### src/rtl/uart_tx_framer_pkg.sv
// uart_tx_framer_pkg: shared widths, frame markers and frame state encoding
package uart_tx_framer_pkg;
  localparam int NB_DATA = 8;
  localparam int NB_STATE = 3;
  localparam int FRAME_LEN = 5;
  localparam logic [NB_DATA-1:0] SOF_BYTE = 8'hA5;
  localparam logic [NB_DATA-1:0] EOF_BYTE = 8'h5A;
  typedef enum logic [NB_STATE-1:0] {
    IDLE = 3'd0,
    SOF  = 3'd1,
    SEQ  = 3'd2,
    PAY  = 3'd3,
    CHK  = 3'd4,
    EOF  = 3'd5
  } state_e;
  function automatic state_e next_state(input state_e s);
    return s == SOF ? SEQ : s == SEQ ? PAY : s == PAY ? CHK : s == CHK ? EOF : IDLE;
  endfunction
endpackage

### src/rtl/uart_tx_framer_if.sv
// uart_tx_framer_if: result strobe in, TX FIFO write port and drop status out
interface uart_tx_framer_if;
  import uart_tx_framer_pkg::*;
  logic               i_data_valid;
  logic [NB_DATA-1:0] i_data;
  logic               i_tx_full;
  logic               o_wr;
  logic [NB_DATA-1:0] o_data;
  logic               o_busy;
  logic               o_drop;
  logic [NB_DATA-1:0] o_drop_cnt;
  modport master(output i_data_valid, i_data, i_tx_full, input o_wr, o_data, o_busy, o_drop, o_drop_cnt);
  modport slave(input i_data_valid, i_data, i_tx_full, output o_wr, o_data, o_busy, o_drop, o_drop_cnt);
endinterface

### src/rtl/tx_frame_hold.sv
// tx_frame_hold: single-entry result buffer; a load on a take cycle keeps the new byte
module tx_frame_hold
  import uart_tx_framer_pkg::*;
(
  input  logic               clk,
  input  logic               reset,
  input  logic               load,
  input  logic [NB_DATA-1:0] data,
  input  logic               take,
  output logic               valid,
  output logic [NB_DATA-1:0] q
);
  logic               valid_d, valid_q;
  logic [NB_DATA-1:0] q_d, q_q;
  always_comb begin
    valid_d = load | (valid_q & ~take);
    q_d = load ? data : q_q;
  end
  always_ff @(posedge clk) begin
    valid_q <= reset & valid_d;
    q_q <= reset ? q_d : '0;
  end
  assign valid = valid_q;
  assign q = q_q;
endmodule

### src/rtl/uart_tx_framer.sv
// uart_tx_framer: wraps each result byte in SOF/SEQ/PAY/CHK/EOF and writes it to the TX FIFO
module uart_tx_framer
  import uart_tx_framer_pkg::*;
(
  input logic             clk,
  input logic             reset,
  uart_tx_framer_if.slave bus
);
  state_e             state_q, state_d;
  logic [NB_DATA-1:0] cur_q, cur_d, seq_q, seq_d, cnt_q, cnt_d, hold_q;
  logic               busy, wr, last, hold_valid, hold_load, drop;
  always_comb begin
    busy = state_q != IDLE;
    wr = busy & ~bus.i_tx_full;
    last = wr & (state_q == EOF);
    hold_load = bus.i_data_valid & busy & (last ? hold_valid : ~hold_valid);
    drop = bus.i_data_valid & busy & ~last & hold_valid;
    state_d = !busy ? (bus.i_data_valid ? SOF : IDLE)
            : !wr ? state_q
            : !last ? next_state(state_q)
            : (hold_valid | bus.i_data_valid) ? SOF : IDLE;
    cur_d = (!busy && bus.i_data_valid) ? bus.i_data
          : !last ? cur_q
          : hold_valid ? hold_q
          : bus.i_data_valid ? bus.i_data : cur_q;
    seq_d = seq_q + {{(NB_DATA-1){1'b0}}, last};
    cnt_d = cnt_q + {{(NB_DATA-1){1'b0}}, drop & (cnt_q != '1)};
  end
  always_ff @(posedge clk) begin
    state_q <= reset ? state_d : IDLE;
    cur_q <= reset ? cur_d : '0;
    seq_q <= reset ? seq_d : '0;
    cnt_q <= reset ? cnt_d : '0;
  end
  tx_frame_hold u_hold (
    .clk  (clk),
    .reset(reset),
    .load (hold_load),
    .data (bus.i_data),
    .take (last & hold_valid),
    .valid(hold_valid),
    .q    (hold_q)
  );
  assign bus.o_wr = wr;
  assign bus.o_busy = busy;
  assign bus.o_drop = drop;
  assign bus.o_drop_cnt = cnt_q;
  assign bus.o_data = state_q == SOF ? SOF_BYTE
                    : state_q == SEQ ? seq_q
                    : state_q == PAY ? cur_q
                    : state_q == CHK ? SOF_BYTE ^ seq_q ^ cur_q
                    : state_q == EOF ? EOF_BYTE : '0;
endmodule
### src/flat_wrapper.sv
// flat-port wrapper written by rule: the top's interface ports become plain ports
module uart_tx_framer_flat import uart_tx_framer_pkg::*;
  (clk, reset, bus_i_data_valid, bus_i_data, bus_i_tx_full, bus_o_wr, bus_o_data, bus_o_busy, bus_o_drop, bus_o_drop_cnt);
  uart_tx_framer_if bus_i ();
  input logic clk;
  input logic reset;
  input wire logic [$bits(bus_i.i_data_valid)-1:0] bus_i_data_valid;
  input wire logic [$bits(bus_i.i_data)-1:0] bus_i_data;
  input wire logic [$bits(bus_i.i_tx_full)-1:0] bus_i_tx_full;
  output wire logic [$bits(bus_i.o_wr)-1:0] bus_o_wr;
  output wire logic [$bits(bus_i.o_data)-1:0] bus_o_data;
  output wire logic [$bits(bus_i.o_busy)-1:0] bus_o_busy;
  output wire logic [$bits(bus_i.o_drop)-1:0] bus_o_drop;
  output wire logic [$bits(bus_i.o_drop_cnt)-1:0] bus_o_drop_cnt;
  assign bus_i.i_data_valid = bus_i_data_valid;
  assign bus_i.i_data = bus_i_data;
  assign bus_i.i_tx_full = bus_i_tx_full;
  assign bus_o_wr = bus_i.o_wr;
  assign bus_o_data = bus_i.o_data;
  assign bus_o_busy = bus_i.o_busy;
  assign bus_o_drop = bus_i.o_drop;
  assign bus_o_drop_cnt = bus_i.o_drop_cnt;
  uart_tx_framer u_core (.clk(clk), .reset(reset), .bus(bus_i));
endmodule
### config.mk
export PLATFORM = sky130hd
export DESIGN_NAME = uart_tx_framer_flat
export DESIGN_NICKNAME = d
export VERILOG_FILES = /design/src/rtl/uart_tx_framer_pkg.sv /design/src/rtl/uart_tx_framer_if.sv /design/src/rtl/tx_frame_hold.sv /design/src/rtl/uart_tx_framer.sv /design/src/flat_wrapper.sv
export SDC_FILE = /design/constraint.sdc
export NUM_CORES = 1
export LEC_CHECK = 0
export BUFFER_PORTS_ARGS = -buffer_cell sky130_fd_sc_hd__buf_2
export CORE_MARGIN = 1
export CORE_UTILIZATION = 53
export CTS_BUF_LIST = sky130_fd_sc_hd__clkbuf_8
export DETAILED_ROUTE_END_ITERATION = 16
export MAX_ROUTING_LAYER = met4
export PLACE_DENSITY = 0.78
export SLEW_MARGIN = 25
export SYNTH_ARGS = -nofsm -noshare
export SYNTH_HDL_FRONTEND = slang
export SYNTH_SLANG_ARGS = --single-unit
export TNS_END_PERCENT = 100
### constraint.sdc
create_clock -name clk -period 1.96 [get_ports clk]
set_input_delay 0.294 -clock clk [delete_from_list [all_inputs] [get_ports clk]]
set_output_delay 0.294 -clock clk [all_outputs]
set_load 0.1 [all_outputs]
After elaboration in Yosys (flattened, before gate mapping)
Cells that the tools add are included.
{"block": "totals", "reg_bits": 36, "latch_bits": 0, "mem_bits_rw": 0, "romBits": 0, "out_inout_bits": 19, "mem_count": 0}
{"block": "classes", "add_sub_neg": 2, "mul": 0, "n_div": 0, "order_cmp": 0, "eq_ne": 7, "shift": 0, "muxes": 19, "bitwise": 18, "reduce_logical": 6}
{"operator": "8-bit two-way mux", "count": 8}
{"operator": "3-bit two-way mux", "count": 7}
{"operator": "8-bit by 1-bit adder with 8-bit output", "count": 2}
{"operator": "1-bit AND", "count": 10}
{"operator": "8-bit inequality test (second input constant)", "count": 1}
{"operator": "8-bit bitwise XOR", "count": 1}
{"operator": "7-bit two-way mux", "count": 1}
{"operator": "3-bit by 2-bit equality test with 1-bit output (second input constant)", "count": 2}
{"operator": "3-bit equality test (second input constant)", "count": 2}
{"operator": "3-bit nonzero test", "count": 2}
{"operator": "1-bit inverter", "count": 4}
{"operator": "4-bit inverter", "count": 1}
{"operator": "3-bit by 1-bit equality test with 1-bit output (second input constant)", "count": 1}
{"operator": "1-bit two-way mux", "count": 3}
{"operator": "2-bit inequality test (second input constant)", "count": 1}
{"operator": "1-bit bitwise OR", "count": 2}
{"operator": "2-bit AND reduction", "count": 1}
{"operator": "2-bit nonzero test", "count": 1}
{"operator": "1-bit logical AND", "count": 1}
{"operator": "1-bit zero test", "count": 1}

Logic depth before layout (Yosys ltp)
Gate-level depths: netlist (run 1).
{"block": "depth", "depth_word": 8, "mapped_depth": 10, "mapped_depth_nobuf": 8}

Hierarchy
From an unflattened synthesis (run 1), not the netlist that was laid out.
{"block": "unflattened", "hier_cells": 242, "hier_area_um2": 2049.5}
{"module": "uart_tx_framer", "instances": 1, "cells_each": 214, "area_per_inst_um2": 1714.1, "seq_area_each_um2": 540.5}
{"module": "tx_frame_hold", "instances": 1, "cells_each": 28, "area_per_inst_um2": 335.3, "seq_area_each_um2": 180.2}

Least setup slack after synthesis (run 1)
No wires, ideal clock.
{"block": "synth_path", "path_kind": "reg2out", "start": "register u_core.state_q[2]", "end": "output bus_o_wr", "arrival_time_ps": 2780, "required_ps": 1666, "path_slack_ps": -1114, "stages_incl_launch_ff": 4, "path_buffers": 1, "path_cell_list": "dfxtp_1 buf_2 or3_1 nor2b_1"}
{"block": "synth_via", "elab_chain_len": 2}
{"item": "from (decl)", "line_no": "uart_tx_framer.sv:9", "rtl": "state_e state_q, state_d;"}
{"item": "from (signal assigned)", "line_no": "uart_tx_framer.sv:30", "rtl": "state_q <= reset ? state_d : IDLE;"}
{"item": "3-bit nonzero test", "line_no": "uart_tx_framer.sv:13", "rtl": "busy = state_q != IDLE;"}
{"item": "net bus_o_busy", "line_no": "flat_wrapper.sv:12", "rtl": "output wire logic [$bits(bus_i.o_busy)-1:0] bus_o_busy;"}
{"item": "1-bit AND", "line_no": "uart_tx_framer.sv:14", "rtl": "wr = busy & ~bus.i_tx_full;"}
{"item": "to (decl)", "line_no": "flat_wrapper.sv:10", "rtl": "output wire logic [$bits(bus_i.o_wr)-1:0] bus_o_wr;"}
The timed path passes the listed nets, and every way through them passes these cells.

Final worst setup path (run 1)
{"block": "layout_path", "start": "register u_core.state_q[1]", "end": "output bus_o_data[5]"}
{"block": "layout_via", "elab_chain_len": 5, "word_cells_on_any_way": 8, "cone_classes": "eq/ne: 4; mux: 4"}
{"item": "3-bit equality test", "line_no": "uart_tx_framer.sv:51", "rtl": ": state_q == CHK ? SOF_BYTE ^ seq_q ^ cur_q"}
{"item": "8-bit two-way mux", "line_no": "uart_tx_framer.sv:51"}
{"item": "8-bit two-way mux", "line_no": "uart_tx_framer.sv:50", "rtl": ": state_q == PAY ? cur_q"}
{"item": "8-bit two-way mux", "line_no": "uart_tx_framer.sv:49", "rtl": ": state_q == SEQ ? seq_q"}
{"item": "8-bit two-way mux *", "line_no": "uart_tx_framer.sv:48", "rtl": "assign bus.o_data = state_q == SOF ? SOF_BYTE"}
{"item": "to (decl)", "line_no": "flat_wrapper.sv:11", "rtl": "output wire logic [$bits(bus_i.o_data)-1:0] bus_o_data;"}
Every way passes the cells marked *; elsewhere a longest branch is shown, timed or not.

==> out/metrics.csv, run 1 <==
stage,metric,value,unit
critical_path,worstPathCellList,buf_4 > and2b_4 > a22oi_2 > o22ai_2 > buf_12,
route,vias,1833,
layout,n_antenna_cell,0,
cts,htreeDepth,2,
global_route,grtUsageTotal,24.7,%
global_route,first_global_vias,1746,
power,power_leakage,0.000952,uW
cts,cts_tree,yes,
power,intPower,1350,uW
global_route,grt_max_degree,32,
power,ir_drop,0.690,mV
sta,fin_crit,1.90,ns
synthesis,synth.yosys.seq_area_share,36.7,%
synthesis,yosysUniqueCellTypes,40,
status,status,"finished, final reports clean",
layout,drive_gt1_share,29.9,%
synthesis,synth_cells,234,
place,place_congestion,0.780,
synthesis,synth_top_area_share,36.7,%
synthesis,synth.area.top_cells,"dfxtp_1, a21oi_1, nand2_1",
floorplanning,die-width,62.9,um
route,vias_per_cell,5.84,
sta,finalSetupViolCount,0,
power,p_sw_share,34.1,%
synthesis,yosysWarnings,0,
sta,slew_violations,0,
synthesis,synth-main-ff-cell,dfxtp_1,
cts,cts_buffer_depth,2,
critical_path,arrival,1.60,ns
synthesis,synth-seq-cells,36,
synthesis,yosys.area.top_type,dfxtp_1,
floorplanning,die_area,0.00395,mm2
worst_hold_path,hold_path_class,input port to register,
synthesis,syn_area,0.00196,mm2
critical_path,crit_type,register to output pin,
synthesis,avgSynthCellArea,8.39,um2
floorplanning,start_util,57.1,%
layout,syn2layout_area_growth,29.7,%
layout,fin_area,0.00255,mm2
place,portBuffers,30,
critical_path,critPathMaxFanout,8,
layout,seq_area,736,um2
floorplanning,rows,21,
critical_path,required,1.67,ns
layout,fillers,274,
critical_path,cp-start-kind,register,
route,drtIter0Drc,79,
route,wl_per_cell,13.7,um
layout,multi_input_area,0.00122,mm2
power,clockPowerShare,26.9,%
critical_path,end_kind,output pin,
cts,clkSinkCount,36,
cts,cts-root-buf,clkbuf_8,
floorplanning,pin_count,31,
sta,fmax,527,MHz
cts,clk_pin_slew,0.07,ns
route,route.antenna.remaining_nets,0,
power,p_switching,697,uW
synthesis,synthArstFlopShare,0,%
global_route,grt-ovfl-total,0,
power,p_comb_share,33.0,%
flow_run,max-cap-violations,0,
place,dp_hpwl,3.10,mm
sta,hold_viol,0,
synthesis,synth-edff-count,0,
critical_path,worst_path_max_delay_cell,dfxtp_4,
critical_path,max_stage_delay,0.37,ns
layout,fin_cells,314,
layout,final_nets,285,
sta,slew-limit-headroom,55.0,%
sta,period_share,96.8,%
global_route,antenna_found_initial,0,
route,dr.pass1.iters,4,
synthesis,synthesis.nets,251,
power,seq_power_share,40.1,%
place,placed_cell_area,0.00241,mm2
place,dp.cells,306,
floorplanning,coreArea,0.00344,mm2
route,wirelength,4.30,mm
global_route,grt_pass1_wl,7.60,mm
cts,insertion_delay,0.28,ns
sta,tightest_slew,0.674,ns
power,p_per_area,803,mW/mm2
floorplanning,die_y,62.9,um
cts,numCtsBuffers,5,
sta,skew,0.00383,ns
route,drc,0,
==> power groups by stage <==
stage	combinational [uW]	sequential (uW)	clock [uW]
after floorplan	468	826	0
after global placement	650	834	0
after detailed placement	661	837	0
after CTS	665	821	569
after global routing	718	824	599
final	675	820	551
==> cell type report <==
class	instances	area share, %
Multi-Input combinational cell	177	47.8
Timing Repair Buffer	45	16.8
Inverter	3	0.442
Sequential cell	36	28.9
Clock buffer	7	3.78
Tap cell	46	2.26
==> timing repair <==
| item | 4_1_cts | 5_1_grt |
|---|---|---|
| endpoints found under the hold margin | 0 | 0 |
| pin swaps | 0 | 1 |
| buffers inserted | 0 | 1 |
| gates resized for setup | 5 | 6 |
| setup endpoints to repair | 5 | 5 |
| hold buffers | 0 | 0 |
| cloned | 0 | 0 |
==> registers in the layout (all words and copies together), names as in the netlist <==
signal                 flops
u_core.u_hold.valid        1
u_core.u_hold.q            8
u_core.seq_q               8
u_core.bus.o_drop_cnt      8
u_core.cur_q               8
u_core.state_q             3
==> synthesized netlist by cell type, drive strengths merged, types with 2 or more instances <==
master	count
dfxtp	36
o21ai	23
nand2	22
a21oi	18
nand3	14
nor2	12
clkbuf	10
a211oi	8
a311oi	8
buf	8
xor2	8
nor2b	7
or3	7
xnor2	6
a22oi	5
ha	5
and2	4
mux2i	4
o22ai	4
inv	3
nand2b	3
nand4	3
o21bai	2
or2	2
==> through the flow <==
| step | total power (uW) | hold slack [ns] | util [%] | setup TNS [ns] | setup WS, ns |
|---|---|---|---|---|---|
| 6_report | 2050 | 0.252 | 74.0 | 0 | 0.0620 |
| 5_1_grt | 2140 | 0.259 | 74.0 | -0.0401 | -0.0371 |
| 4_1_cts | 2060 | 0.246 | 73.3 | 0 | 0.0177 |
| 3_5_place_dp | 1500 | 0.448 | 70.1 | 0 | 0.148 |
| 3_3_place_gp | 1480 | 0.445 | 70.1 | 0 | 0.164 |
| 2_1_floorplan | 1290 | 0.416 | - | -1.94 | -0.415 |
==> cells in the final DEF (no fill, tap or decap), types with 8 or more instances in the layout <==
master	count
dfxtp_1	26
buf_12	11
o21ai_1	9
nand2_1	22
dfxtp_2	9
a21oi_1	18
nor2_1	11
xor2_1	8
buf_4	15
buf_2	19
a211oi_1	8
o21ai_0	13
nand3_1	14
==> final timing paths <==
check | startpoint | end | slack (ns) | depth (start not counted)
worst min register to register | u_core.u_hold.q[4] | u_core.u_hold.q[4] | 0.46 | 2
worst min-delay path | bus_i_data[4] | u_core.u_hold.q[4] | 0.25 | 3
worst max register to register | u_core.state_q[0] | u_core.bus.o_drop_cnt[6] | 0.14 | 8
worst max-delay path | u_core.state_q[1] | bus_o_data[5] | 0.06 | 5
==> worst max-delay path, delay by kind of cell (launching register included) <==
family	cells	cell delay, ns
flops	1	0.37
simple gates	1	0.30
buf+inv	2	0.35
compound gates	2	0.30
==> kinds of logic after synthesis <==
family	synth area share [%]
compound gates	24.1
xor+xnor	6.24
fa+ha+maj	3.18
buf+inv	5.16
flops	36.7
mux	2.04
simple gates	22.5
==> metal layers <==
layer	routed length [um]	share of wire, %	global-route usage, %	up-vias
li1	-	-	-	912
met4	72	1.7	9.01	0
met1	1900	44	27.4	867
met3	198	4.6	5.11	9
met5	0	0	-	-
met2	2130	49	43.0	45
(Power assumes the default switching activity.)
==> inputs of run 2 (changes only) <==
Settings changed: CTS_BUF_LIST sky130_fd_sc_hd__clkbuf_8 to sky130_fd_sc_hd__clkbuf_2 sky130_fd_sc_hd__clkbuf_4 sky130_fd_sc_hd__clkbuf_8, TNS_END_PERCENT 100 to 5.
==> run 2 against run 1 <==
Die area did not move. Core utilization fell by 1.1 points. Highest routed layer unchanged. Maximum frequency fell by 0.56%. Cell area fell by 1.5%. Critical path type unchanged. Critical path depth did not move. Total power fell by 0.63%. Register-to-register slack improved by 0.06 ns. Setup slack got worse by 0.011 ns.
==> out/metrics.csv, run 2 (synthesized netlist as in run 1, its figures left out) <==
stage,metric,value,unit,change
layout,syn2layout_area_growth,27.7,%,
floorplanning,die-width,62.9,um,unchanged
global_route,grt-ovfl-total,0,,unchanged
floorplanning,coreArea,0.00344,mm2,unchanged
global_route,grt_max_degree,20,,-38%
floorplanning,pin_count,31,,unchanged
sta,slew_violations,0,,unchanged
critical_path,rrSetupSlack,0.20,ns,+0.06 ns
worst_hold_path,min_from,bus_i_data[2],,
route,wirelength,4.31,mm,+0.35%
power,power_leakage,0.000940,uW,-1.2%
sta,rsz0062_at_grt,yes,,
sta,slew-limit-headroom,55.9,%,+0.90 points
cts,htreeDepth,2,,unchanged
place,portBuffers,30,,unchanged
layout,n_antenna_cell,0,,unchanged
layout,final_cell_mix,"dfxtp_1, nand2_1, buf_2, a21oi_1, nand3_1",,
floorplanning,die_y,62.9,um,unchanged
power,p_per_area,811,mW/mm2,+0.90%
cts,postCtsSetupBuffers,0,,unchanged
cts,cts_buffer_depth,2,,unchanged
global_route,grt_util_met1,28.1,%,+0.69 points
cts,clk_pin_slew,0.07,ns,about the same
layout,drive_gt1_share,26.3,%,-3.5 points
cts,cts_hold_repair.buffers,0,,unchanged
place,dp_hpwl,3.21,mm,+3.6%
route,wl_per_cell,13.8,um,+0.99%
critical_path,required,1.67,ns,about the same
global_route,gr-usage-met3,5.47,%,+0.36 points
route,vias,1806,,-1.5%
sta,setup_tns,0,ns,unchanged
sta,period_share,97.4,%,+0.54 points
status,status,"finished, final reports clean",,
critical_path,arrival,1.61,ns,about the same
place,dp_slack,0.135,ns,-0.0132 ns
global_route,grt-busiest-layer,met2,,
layout,final_nets,282,,-1.1%
global_route,grt_pass1_wl,7.42,mm,-2.3%
worst_hold_path,min_to,u_core.u_hold.q[2],,
place,place_congestion,0.789,,+1.2%
floorplanning,die_area,0.00395,mm2,unchanged
cts,clkSinkCount,36,,unchanged
place,dp.cells,304,,-0.65%
sta,hold_viol,0,,unchanged
sta,fin_crit,1.91,ns,+0.0107 ns
global_route,antenna_found_initial,0,,unchanged
floorplanning,rows,21,,unchanged
critical_path,end_kind,output pin,,
layout,final_common_cell,dfxtp_1,,
flow_run,max-cap-violations,0,,unchanged
sta,tightest_slew,0.661,ns,-0.0135 ns
critical_path,critPathMaxFanout,16,,+8
global_route,first_global_vias,1696,,-2.9%
worst_hold_path,hold_path_class,input port to register,,
sta,skew,0.00242,ns,-0.00141 ns
cts,insertion_delay,0.28,ns,about the same
layout,final_core_util,72.9,%,-1.1 points
critical_path,r2r_end,u_core.bus.o_drop_cnt[6],,
route,drc,0,,unchanged
cts,cts-root-buf,clkbuf_8,,
sta,fmax,524,MHz,-0.56%
global_route,grt_use_met2,41.3,%,-1.7 points
layout,fin_cells,312,,-0.64%
route,drtIter0Drc,95,,+20%
critical_path,cp-start-kind,register,,
floorplanning,start_util,57.1,%,unchanged
global_route,grtUsageTotal,24.3,%,-0.35 points
route,dr.pass1.iters,4,,unchanged
power,ir_drop,0.679,mV,-1.6%
cts,cts_resized,5,,unchanged
cts,numCtsBuffers,5,,unchanged
route,vias_per_cell,5.79,,-0.84%
critical_path,crit_type,register to output pin,,
cts,cts_tree,yes,,
worst_hold_path,whs_path_depth,3,,unchanged
critical_path,r2r_cells,8,,unchanged
sta,setup_slack,0.0513,ns,-0.0107 ns
route,route.antenna.remaining_nets,0,,unchanged
sta,finalSetupViolCount,0,,unchanged
critical_path,r2r-start,u_core.state_q[2],,
run 2: cell count changes in the layout (fill, tap and decap cells not counted), sizes merged:
| cell | previous run | this run |
|---|---|---|
| clkbuf | 7 | 8 |
| buf | 45 | 42 |
run 2: worst max path at each step:
stage | startpoint | to | slack, ns | cells past startpoint
2_1_floorplan | u_core.state_q[2] | bus_o_data[1] | -0.42 | 3
3_3_place_gp | u_core.state_q[1] | bus_o_data[0] | 0.20 | 5
3_5_place_dp | u_core.state_q[1] | bus_o_data[7] | 0.13 | 5
4_1_cts | u_core.state_q[1] | bus_o_data[7] | 0.02 | 5
5_1_grt | u_core.state_q[1] | bus_o_data[5] | -0.0004 | 5
6_report | u_core.state_q[1] | bus_o_data[2] | 0.05 | 5
run 2: worst max-delay path, cell delays in order (launching register included):
cell	delay (ns)
dfxtp_4	0.37
buf_8	0.15
and2b_2	0.30
a22oi_1	0.10
o22ai_2	0.21
buf_12	0.20
run 2: report_power, final:
part | leakage [uW] | internal (uW) | switching (uW)
logic | 0.000594 | 246 | 410
registers | 0.000294 | 778 | 42.4
clock network | 0.0000523 | 314 | 243
total | 0.000940 | 1340 | 695
run 2: cell type report:
cell class	count	area, um2
Multi-Input combinational cell	177	1200
Fill cell	265	933
Sequential cell	36	727
Timing Repair Buffer	42	413
Clock buffer	8	97.6
Tap cell	46	57.6
Inverter	3	11.3
run 2: per-stage QoR:
| stage | total power, uW | hold slack [ns] | instance area (um2) |
|---|---|---|---|
| floorplan | 1290 | 0.416 | 2000 |
| global placement | 1470 | 0.444 | 2380 |
| detailed placement | 1480 | 0.449 | 2380 |
| CTS | 2040 | 0.254 | 2490 |
| global route | 2130 | 0.260 | 2510 |
| finish | 2030 | 0.257 | 2510 |
run 2: routing by layer:
layer,wire length (um),up-vias,part of all wire [%]
met4,39,0,0.90
met5,0,-,0
met2,2180,42,50
li1,-,910,-
met1,1940,849,45
met3,160,5,3.7
